`src/rtl/xm23_pkg.sv`:
```
// Shared constants for the XM23 execution unit: ALU/byte-path op codes, PSW layout, BCD helper.
package xm23_pkg;

  localparam logic [4:0] OP_ADD  = 5'd0;
  localparam logic [4:0] OP_ADDC = 5'd1;
  localparam logic [4:0] OP_SUB  = 5'd2;
  localparam logic [4:0] OP_SUBC = 5'd3;
  localparam logic [4:0] OP_DADD = 5'd4;
  localparam logic [4:0] OP_CMP  = 5'd5;
  localparam logic [4:0] OP_XOR  = 5'd6;
  localparam logic [4:0] OP_AND  = 5'd7;
  localparam logic [4:0] OP_OR   = 5'd8;
  localparam logic [4:0] OP_BIT  = 5'd9;
  localparam logic [4:0] OP_BIC  = 5'd10;
  localparam logic [4:0] OP_BIS  = 5'd11;
  localparam logic [4:0] OP_MOV  = 5'd12;
  localparam logic [4:0] OP_SWAP = 5'd13;
  localparam logic [4:0] OP_SRA  = 5'd14;
  localparam logic [4:0] OP_RRC  = 5'd15;
  localparam logic [4:0] OP_SWPB = 5'd16;
  localparam logic [4:0] OP_SXT  = 5'd17;

  localparam logic [2:0] BM_MOVL  = 3'd0;
  localparam logic [2:0] BM_MOVLZ = 3'd1;
  localparam logic [2:0] BM_MOVLS = 3'd2;
  localparam logic [2:0] BM_MOVH  = 3'd3;

  localparam int unsigned PSW_C   = 0;
  localparam int unsigned PSW_Z   = 1;
  localparam int unsigned PSW_N   = 2;
  localparam int unsigned PSW_SLP = 3;
  localparam int unsigned PSW_V   = 4;

  localparam logic [15:0] PSW_RESET = 16'h60E0;

  // Nibble-serial BCD add; returns {decimal carry, sum}. Byte mode stops after two nibbles.
  function automatic logic [16:0] bcd_add(input logic [15:0] a, input logic [15:0] b,
                                          input logic cin, input logic byte_mode);
    logic [15:0] r;
    logic        c;
    logic [4:0]  t;
    r = '0;
    c = cin;
    for (int i = 0; i < 4; i++) begin
      if (!byte_mode || i < 2) begin
        t = {1'b0, a[4*i+:4]} + {1'b0, b[4*i+:4]} + {4'b0000, c};
        if (t > 5'd9) begin
          t = t + 5'd6;
          c = 1'b1;
        end else begin
          c = 1'b0;
        end
        r[4*i+:4] = t[3:0];
      end
    end
    return {c, r};
  endfunction

endpackage

```
`src/rtl/xm23_bm_unit.sv`:
```
// Registered byte-manipulation path for the immediate-load instructions (MOVL/MOVLZ/MOVLS/MOVH).
module xm23_bm_unit
  import xm23_pkg::*;
(
  input  logic        clk_i,
  input  logic        rst_i,
  input  logic [2:0]  op_i,
  input  logic [15:0] dst_i,
  input  logic [7:0]  imm_i,
  input  logic        en_i,
  output logic [15:0] out_o
);

  logic [15:0] out_d, out_q;

  always_comb begin
    out_d = dst_i;
    case (op_i)
      BM_MOVL:  out_d = {dst_i[15:8], imm_i};
      BM_MOVLZ: out_d = {8'h00, imm_i};
      BM_MOVLS: out_d = {8'hFF, imm_i};
      BM_MOVH:  out_d = {imm_i, dst_i[7:0]};
      default:  out_d = dst_i;
    endcase
  end

  always_ff @(posedge clk_i) begin
    if (rst_i) begin
      out_q <= '0;
    end else if (en_i) begin
      out_q <= out_d;
    end
  end

  assign out_o = out_q;

endmodule

```
`src/rtl/xm23_exec_unit.sv`:
```
// XM23 execution unit: registered 16-bit ALU with PSW flag generation plus the byte path.
module xm23_exec_unit
  import xm23_pkg::*;
(
  input  logic        Clock,
  input  logic        Reset,
  input  logic [15:0] d_bus,
  input  logic [15:0] s_bus,
  input  logic [5:0]  alu_op,
  input  logic        alu_E,
  input  logic        psw_update,
  input  logic [15:0] psw_in,
  output logic [15:0] alu_out,
  output logic [15:0] psw_out,
  input  logic [2:0]  bm_op,
  input  logic [15:0] bm_in,
  input  logic [7:0]  ImByte,
  input  logic        bm_E,
  output logic [15:0] bm_out
);

  logic [4:0]  op;
  logic        byte_op;
  logic        cin;
  logic [15:0] b_eff, r, alu_d, psw_d, alu_q, psw_q;
  logic [16:0] sum_w, bcd;
  logic [8:0]  sum_b;
  logic        c_new, v_new, zn_upd, d_msb, b_msb, r_msb;

  assign op = alu_op[4:0];
  // SWPB and SXT are word-only regardless of the byte bit.
  assign byte_op = alu_op[5] && (op != OP_SWPB) && (op != OP_SXT);

  always_comb begin
    b_eff = (op == OP_SUB || op == OP_SUBC || op == OP_CMP) ? ~s_bus : s_bus;
    case (op)
      OP_ADDC, OP_SUBC, OP_DADD: cin = psw_in[PSW_C];
      OP_SUB, OP_CMP:            cin = 1'b1;
      default:                   cin = 1'b0;
    endcase
  end

  assign sum_w = {1'b0, d_bus} + {1'b0, b_eff} + {16'd0, cin};
  assign sum_b = {1'b0, d_bus[7:0]} + {1'b0, b_eff[7:0]} + {8'd0, cin};
  assign bcd   = bcd_add(d_bus, s_bus, cin, byte_op);

  always_comb begin
    r      = d_bus;
    c_new  = psw_in[PSW_C];
    v_new  = psw_in[PSW_V];
    zn_upd = 1'b0;
    d_msb  = byte_op ? d_bus[7] : d_bus[15];
    b_msb  = byte_op ? b_eff[7] : b_eff[15];
    case (op)
      OP_ADD, OP_ADDC, OP_SUB, OP_SUBC, OP_CMP: begin
        r      = byte_op ? {8'h00, sum_b[7:0]} : sum_w[15:0];
        c_new  = byte_op ? sum_b[8] : sum_w[16];
        zn_upd = 1'b1;
      end
      OP_DADD: begin
        r      = bcd[15:0];
        c_new  = bcd[16];
        zn_upd = 1'b1;
      end
      OP_XOR:         begin r = d_bus ^ s_bus;  zn_upd = 1'b1; end
      OP_AND, OP_BIT: begin r = d_bus & s_bus;  zn_upd = 1'b1; end
      OP_OR, OP_BIS:  begin r = d_bus | s_bus;  zn_upd = 1'b1; end
      OP_BIC:         begin r = d_bus & ~s_bus; zn_upd = 1'b1; end
      OP_MOV, OP_SWAP: r = s_bus;
      OP_SRA: begin
        r      = byte_op ? {8'h00, d_bus[7], d_bus[7:1]} : {d_bus[15], d_bus[15:1]};
        c_new  = d_bus[0];
        zn_upd = 1'b1;
      end
      OP_RRC: begin
        r      = byte_op ? {8'h00, psw_in[PSW_C], d_bus[7:1]} : {psw_in[PSW_C], d_bus[15:1]};
        c_new  = d_bus[0];
        zn_upd = 1'b1;
      end
      OP_SWPB: begin r = {d_bus[7:0], d_bus[15:8]};     zn_upd = 1'b1; end
      OP_SXT:  begin r = {{8{d_bus[7]}}, d_bus[7:0]};   zn_upd = 1'b1; end
      default: r = d_bus;
    endcase
    r_msb = byte_op ? r[7] : r[15];
    if (op <= OP_CMP) begin
      v_new = (d_msb == b_msb) && (r_msb != d_msb);
    end

    if (op == OP_CMP || op == OP_BIT || op > OP_SXT) begin
      alu_d = d_bus;
    end else if (byte_op) begin
      alu_d = {d_bus[15:8], r[7:0]};
    end else begin
      alu_d = r;
    end

    psw_d = psw_in;
    if (psw_update) begin
      psw_d[PSW_C] = c_new;
      psw_d[PSW_V] = v_new;
      if (zn_upd) begin
        psw_d[PSW_Z] = byte_op ? (r[7:0] == 8'h00) : (r == 16'h0000);
        psw_d[PSW_N] = r_msb;
      end
    end
  end

  always_ff @(posedge Clock) begin
    if (Reset) begin
      alu_q <= '0;
      psw_q <= PSW_RESET;
    end else if (alu_E) begin
      alu_q <= alu_d;
      psw_q <= psw_d;
    end
  end

  assign alu_out = alu_q;
  assign psw_out = psw_q;

  xm23_bm_unit u_bm_unit (
    .clk_i (Clock),
    .rst_i (Reset),
    .op_i  (bm_op),
    .dst_i (bm_in),
    .imm_i (ImByte),
    .en_i  (bm_E),
    .out_o (bm_out)
  );

endmodule

```
`config.mk`:
```
export PLATFORM = sky130hd
export DESIGN_NAME = xm23_exec_unit
export DESIGN_NICKNAME = d
export VERILOG_FILES = /design/src/rtl/xm23_pkg.sv /design/src/rtl/xm23_bm_unit.sv /design/src/rtl/xm23_exec_unit.sv
export SDC_FILE = /design/constraint.sdc
export NUM_CORES = 1
export LEC_CHECK = 0
export ABC_AREA = 1
export CAP_MARGIN = 10
export CELL_PAD_IN_SITES_DETAIL_PLACEMENT = 2
export CELL_PAD_IN_SITES_GLOBAL_PLACEMENT = 2
export CORE_UTILIZATION = 29
export CTS_BUF_LIST = sky130_fd_sc_hd__clkbuf_4
export DETAILED_ROUTE_END_ITERATION = 8
export HOLD_SLACK_MARGIN = 0.02
export PLACE_DENSITY_LB_ADDON = 0.1
export SYNTH_ARGS = -nofsm -noshare
export SYNTH_HDL_FRONTEND = slang
export SYNTH_HIERARCHICAL = 1
export SYNTH_SLANG_ARGS = --single-unit
```
`constraint.sdc`:
```
create_clock -name Clock -period 30 [get_ports Clock]
set_input_delay 9 -clock Clock [delete_from_list [all_inputs] [get_ports Clock]]
set_output_delay 9 -clock Clock [all_outputs]
set_load 0.02 [all_outputs]
```
Word-level counts from Yosys, hierarchy flattened
Cells that the tools add are included.
{ "word_totals": {"ff_bits": 48, "output_inout_bits": 48} }
{ "op_classes": {"n_addsub": 16, "magnitude_cmp": 6, "n_eq_ne": 24, "n_mux": 32, "bitwise_logic": 5, "n_reduce_logical": 19} }
{ "ops": {"columns": ["operator", "n"], "rows": [
  ["$pmux 16 s11", 1],
  ["$mux 16", 6],
  ["$pmux 16 s4", 1],
  ["$eq 5x4->1 const B", 8],
  ["$and 16x16->16", 2],
  ["$mux 4", 6],
  ["$add 4x4->5", 4],
  ["$add 5x1->5", 4],
  ["$eq 5x3->1 const B", 4],
  ["$gt 5x4->1 const B", 4],
  ["$add 16x16->17", 1],
  ["$add 17x1->17", 1],
  ["$add 4x3->4 const B", 4],
  ["$logic_not 16->1", 1],
  ["$not 16->16", 1],
  ["$or 16x16->16", 1],
  ["$reduce_or 16->1", 1],
  ["$xor 16x16->16", 1],
  ["$mux 1", 14],
  ["$eq 5x2->1 const B", 2],
  ["$eq 5x5->1 const B", 2],
  ["$ne 5x5->1 const B", 2],
  ["$reduce_or 2->1", 5],
  ["$add 8x8->9", 1],
  ["19 further kinds", 25]
]} }

Logic depth before layout (Yosys ltp)
{ "depth": {"depth_word": 23, "ltp_mapped": 52, "mapped_depth_nobuf": 51} }

Hierarchy
The synthesis kept the hierarchy.
{ "by_module_without_submodules": {"columns": ["module", "n_inst", "cells_per_inst", "area_per_inst_um2", "seq_area_each_um2"], "rows": [
  ["xm23_exec_unit", 1, 958, 5373.9, 640.6],
  ["xm23_bm_unit", 1, 140, 917.1, 320.3]
]} }

Worst setup path before layout
Ideal clock, no wire load.
{ "synth_timing": {"path_type": "in2reg", "start": "input port alu_op[1]", "end": "register psw_q[1] (netlist: psw_out[1])", "arrival_time_ps": 15827, "path_slack_ps": 14107, "stages": 50, "path_buffers": 1, "cell_sequence": "buf_2 nor2_1 inv_1 nor2_4 o21ai_0 nand2_1 nor2_1 inv_1 fa_1 fa_1 xnor2_1 nand2_1 nand3_1 nand2_1 inv_1 fa_1 inv_1 fa_1 [14 not listed] inv_1 fa_1 inv_1 ha_1 nand2_1 a21boi_0 nand2_1 nand2_1 nand2_1 nand3_1 nand3_1 nand2_1 nand2_1 nor2_1 nand2_1 nand2_1 nand2_1 a21oi_2"} }
{ "synth_between": {"elab_chain_cells": 22} }
{ "synth_lines": {"columns": ["element", "line_no", "source"], "rows": [
  ["from (decl)", "xm23_exec_unit.sv:9", "input logic [5:0] alu_op,"],
  ["$eq 5x2->1, or another cell as far along", "xm23_exec_unit.sv:35, xm23_exec_unit.sv:36, xm23_exec_unit.sv:54", null],
  ["$reduce_or 3->1 / $reduce_or 2->1 (equally long branches)", "xm23_exec_unit.sv:36", "case (op)"],
  ["$pmux 1 s2", "xm23_exec_unit.sv:36", null],
  ["$add 5x1->5", "xm23_pkg.sv:46", "t = {1'b0, a[4*i+:4]} + {1'b0, b[4*i+:4]} + {4'b0000, c};"],
  ["$gt 5x4->1", "xm23_pkg.sv:47", "if (t > 5'd9) begin"],
  ["$mux 1", "xm23_pkg.sv:47", null],
  ["$add 5x1->5", "xm23_pkg.sv:46", null],
  ["$gt 5x4->1", "xm23_pkg.sv:47", null],
  ["[6 not listed]", null, null],
  ["$add 4x3->4 / $gt 5x4->1 (equally long branches)", "xm23_pkg.sv:48, xm23_pkg.sv:47", null],
  ["$mux 4", "xm23_pkg.sv:47", null],
  ["$mux 4", "xm23_pkg.sv:45", "if (!byte_mode || i < 2) begin"],
  ["$pmux 16 s11", "xm23_exec_unit.sv:54", "case (op)"],
  ["$logic_not 16->1", "xm23_exec_unit.sv:102", "psw_d[PSW_Z] = byte_op ? (r[7:0] == 8'h00) : (r == 16'h0000);"],
  ["$mux 1", "xm23_exec_unit.sv:102", null],
  ["$mux 2 *", "xm23_exec_unit.sv:101", "if (zn_upd) begin"],
  ["$mux 3 *", "xm23_exec_unit.sv:98", "if (psw_update) begin"],
  ["to (signal assigned)", "xm23_exec_unit.sv:114", "psw_q <= psw_d;"],
  ["to (decl)", "xm23_exec_unit.sv:25", "logic [15:0] b_eff, r, alu_d, psw_d, alu_q, psw_q;"]
]} }
Mark *: on every way between the ends. The rest lies on a longest branch, timed or not.
A chain may end at the register's enable or synchronous reset.

Final worst setup path
{ "layout_timing": {"start": "input port alu_op[4]", "end": "register psw_q[1] (netlist: psw_out[1])"} }
Same word-level chain as after synthesis.

==> insert_results.sql <==
INSERT INTO impl_metrics (metric_group, metric, value, unit) VALUES
('floorplan', 'floorplan.die.width', '149', 'um'),
('placed_design', 'place_hpwl', '23700', 'um'),
('setup_path', 'end_kind', 'flip-flop', ''),
('setup_path', 'flop2flop_setup_slack', '29.22', 'ns'),
('power_and_ir_drop', 'internal-power', '0.000128', 'W'),
('setup_path', 'timing.setup.critical_path_class', 'in -> reg', ''),
('worst_hold_path', 'worstHoldPathCells', '2', ''),
('clocking', 'clk_transition_reported_paths', '0.18', 'ns'),
('global_route', 'grt_max_degree', '33', ''),
('final_layout', 'final_area', '7890', 'um2'),
('placed_design', 'place.port_buffers', '133', ''),
('yosys', 'synth_common_cells', 'nand2_1 (306), inv_1 (141), nand3_1 (141), nor2_1 (136), a21oi_1 (62)', ''),
('sta', 'setup_viol_count_final', '0', ''),
('worst_hold_path', 'min-delay-path-class', 'reg -> reg', ''),
('clocking', 'cts.repair_timing.setup_buffer_count', '0', ''),
('setup_path', 'worst_setup_path_start_kind', 'input pin', ''),
('routing', 'drt_iter0_drc', '295', ''),
('sta', 'final_max_slew_violation_count', '0', ''),
('global_route', 'number_of_global_route_vias_before_repair', '8075', ''),
('clocking', 'cts-resized-gates', '0', ''),
('yosys', 'synth_fp_nets', '1241', ''),
('clocking', 'cts_tree', 'yes', ''),
('setup_path', 'worst-r2r-cell-count', '2', ''),
('power_and_ir_drop', 'power_switching_share', '46.8', '%'),
('yosys', 'synthFlopType', 'dfxtp_1', ''),
('yosys', 'synth_top_area_share', '18.3', '%'),
('sta', 'final_critical_path_setup_slack', '12.57', 'ns'),
('power_and_ir_drop', 'powerDensity', '30.6', 'nW/um2'),
('clocking', 'cts-root-buf', 'clkbuf_4', ''),
('routing', 'postRouteAntennaNets', '0', ''),
('yosys', 'netlist_area_before_placement', '6290', 'um2'),
('sta', 'slew_at_the_pin_closest_to_its_max_slew_limit', '1.11', 'ns'),
('yosys', 'post-synth-top-count-cell', 'nand2_1', ''),
('sta', 'final_cycle_utilization_of_the_critical_path', '58.1', '%'),
('yosys', 'yosysWarnings', '6', ''),
('routing', 'routed_wl', '28600', 'um'),
('sta', 'post_route_minimum_period', '17.43', 'ns'),
('setup_path', 'r2r-start', 'u_bm_unit/out_o[7]$_SDFFE_PP0P_', ''),
('final_layout', 'num-fill-cells', '2719', ''),
('placed_design', 'place.gp.congestion', '0.930', ''),
('yosys', 'synth_area_leaders', 'nand2_1 (18%), dfxtp_1 (15%), nand3_1 (11%)', ''),
('setup_path', 'worst_path_max_delay_cell', 'clkdlybuf4s50_1', ''),
('floorplan', 'design.core.area', '21200', 'um2'),
('final_layout', 'areaGrowthSynthToFinish', '25.5', '%'),
('final_layout', 'post_route_cells_drive_above_1_share', '4.78', '%'),
('power_and_ir_drop', 'share_of_power_burned_in_the_clock_network', '14.2', '%'),
('sta', 'hold_ws', '0.478', 'ns'),
('routing', 'route.vias.total', '7601', ''),
('yosys', 'post_synth_inst_count', '1098', ''),
('setup_path', 'cp_data_arrival_time', '17.79', 'ns'),
('setup_path', 'worst_r2r_endpoint', 'u_bm_unit/out_o[7]$_SDFFE_PP0P_', ''),
('run_status', 'status', 'complete, no violations', ''),
('clocking', 'tritoncts.num_buffers', '5', ''),
('sta', 'setup_skew', '0', 'ns'),
('yosys', 'async_set_or_reset_flop_fraction_in_the_synthesized_netlist', '0', '%'),
('clocking', 'worst_skew_pair.late_latency', '0.38', 'ns'),
('flow_run', 'max-cap-violations', '0', ''),
('yosys', 'syn_area_per_cell', '5.73', 'um2'),
('power_and_ir_drop', 'comb_power_share', '56.4', '%'),
('setup_path', 'critical_path_peak_fanout', '10', ''),
('worst_hold_path', 'timing.hold.worst_endpoint', 'alu_out[12]$_SDFFE_PP0P_', ''),
('clocking', 'cts_max_level', '2', ''),
('floorplan', 'die_height', '149', 'um'),
('power_and_ir_drop', 'power_frac_seq', '29.4', '%'),
('yosys', 'synth_largest_area_cell', 'nand2_1', ''),
('sta', 'slew-limit-headroom', '26.1', '%'),
('power_and_ir_drop', 'worst_case_vdd_ir_drop', '0.0172', 'mV'),
('floorplan', 'floorplan.initialDensity', '29.7', '%'),
('routing', 'wl_per_cell', '19.2', 'um'),
('global_route', 'grt_first_pass_wirelength', '44900', 'um'),
('placed_design', 'dp_area', '7830', 'um2');
==> cell usage in the layout, fill, tap and decap left out, types with 4 or more instances in the layout <==
| cell | n |
|---|---|
| or2_2 | 6 |
| clkbuf_4 | 5 |
| nand3_1 | 141 |
| inv_1 | 141 |
| and2_1 | 4 |
| nand4_1 | 14 |
| a21oi_1 | 62 |
| fa_1 | 10 |
| nand2_1 | 306 |
| clkdlybuf4s50_1 | 133 |
| nor2_2 | 6 |
| dfxtp_1 | 48 |
| nor2_1 | 136 |
| nand3_2 | 5 |
| nor3_1 | 6 |
| o21ai_0 | 61 |
| nor2_4 | 4 |
| xor2_1 | 14 |
| nand2_2 | 8 |
| inv_2 | 7 |
| ha_1 | 47 |
| o211ai_1 | 6 |
| nand3b_1 | 6 |
==> critical path, delay by kind of cell <==
family                   cells  cell delay [ns]
buffers and inverters        8             1.37
XOR/XNOR                     3             0.88
adder cells (fa/ha/maj)      9             2.93
AO/OA/AOI/OAI                4             0.72
AND/OR/NAND/NOR             26             2.84
==> registers in the layout (all words and copies together), names as in the netlist <==
name,count
psw_out,16
u_bm_unit/out_o,16
alu_out,16
==> cell families (layout without fill, tap and decap cells) <==
logic type / after synthesis / after routing / share of synthesized area, %
and+or+nand+nor: 645 / 645 / 44.7
other: 0 / 1 / 0
adders and majority gates: 57 / 57 / 12.5
DFF: 48 / 48 / 15.3
xor gates and xnor gates: 19 / 19 / 2.88
AOI/OAI and AO/OA: 149 / 149 / 13.0
buffers and inverters: 180 / 295 / 11.6
==> area by class of cell <==
class	instances	area share (%)
antenna	1	0.0317
clock buffer	5	0.476
clock inverter	3	0.301
inverter	151	7.24
multi-input combinational	870	58.3
sequential	48	12.2
tap	275	4.36
timing repair buffer	136	17.2
==> power groups by stage <==
stage	Clock [W]	Combinational, W	Sequential [W]
after detailed placement	0	0.000136	0.0000725
final	0.0000342	0.000136	0.0000709
after floorplan	0	0.0000760	0.0000780
after global routing	0.0000381	0.000152	0.0000716
after global placement	0	0.000131	0.0000722
after CTS	0.0000361	0.000137	0.0000711
==> metal layers <==
layer | global-route usage [%] | vias up | routed length, um
li1 | - | 3754 | -
met1 | 35.5 | 3708 | 13700
met2 | 46.0 | 120 | 13800
met3 | 1.96 | 19 | 790
met4 | 4.23 | 0 | 334
met5 | 0 | - | 0
==> worst max-delay path by stage <==
stage	from	end	slack, ns	cells after the start
3_5_place_dp	alu_op[4]	psw_out[1]$_SDFFE_PP0P_	12.22	51
4_1_cts	alu_op[4]	psw_out[1]$_SDFFE_PP0P_	12.65	51
5_1_grt	alu_op[4]	psw_out[1]$_SDFFE_PP0P_	11.93	51
6_report	alu_op[4]	psw_out[1]$_SDFFE_PP0P_	12.57	50
3_3_place_gp	alu_op[4]	psw_out[1]$_SDFFE_PP0P_	12.76	50
2_1_floorplan	alu_op[1]	psw_out[1]$_SDFFE_PP0P_	14.11	50
==> stage by stage <==
| stage | util (%) | instances | power, W |
|---|---|---|---|
| 4_1_cts | 37.3 | 1488 | 0.000244 |
| 5_1_grt | 37.3 | 1489 | 0.000261 |
| 3_5_place_dp | 37.0 | 1480 | 0.000208 |
| 6_report | 37.3 | 1489 | 0.000241 |
| 3_3_place_gp | 37.0 | 1480 | 0.000204 |
| 2_1_floorplan | - | 1098 | 0.000154 |
Note: power is estimated with default switching activity, not from simulation.
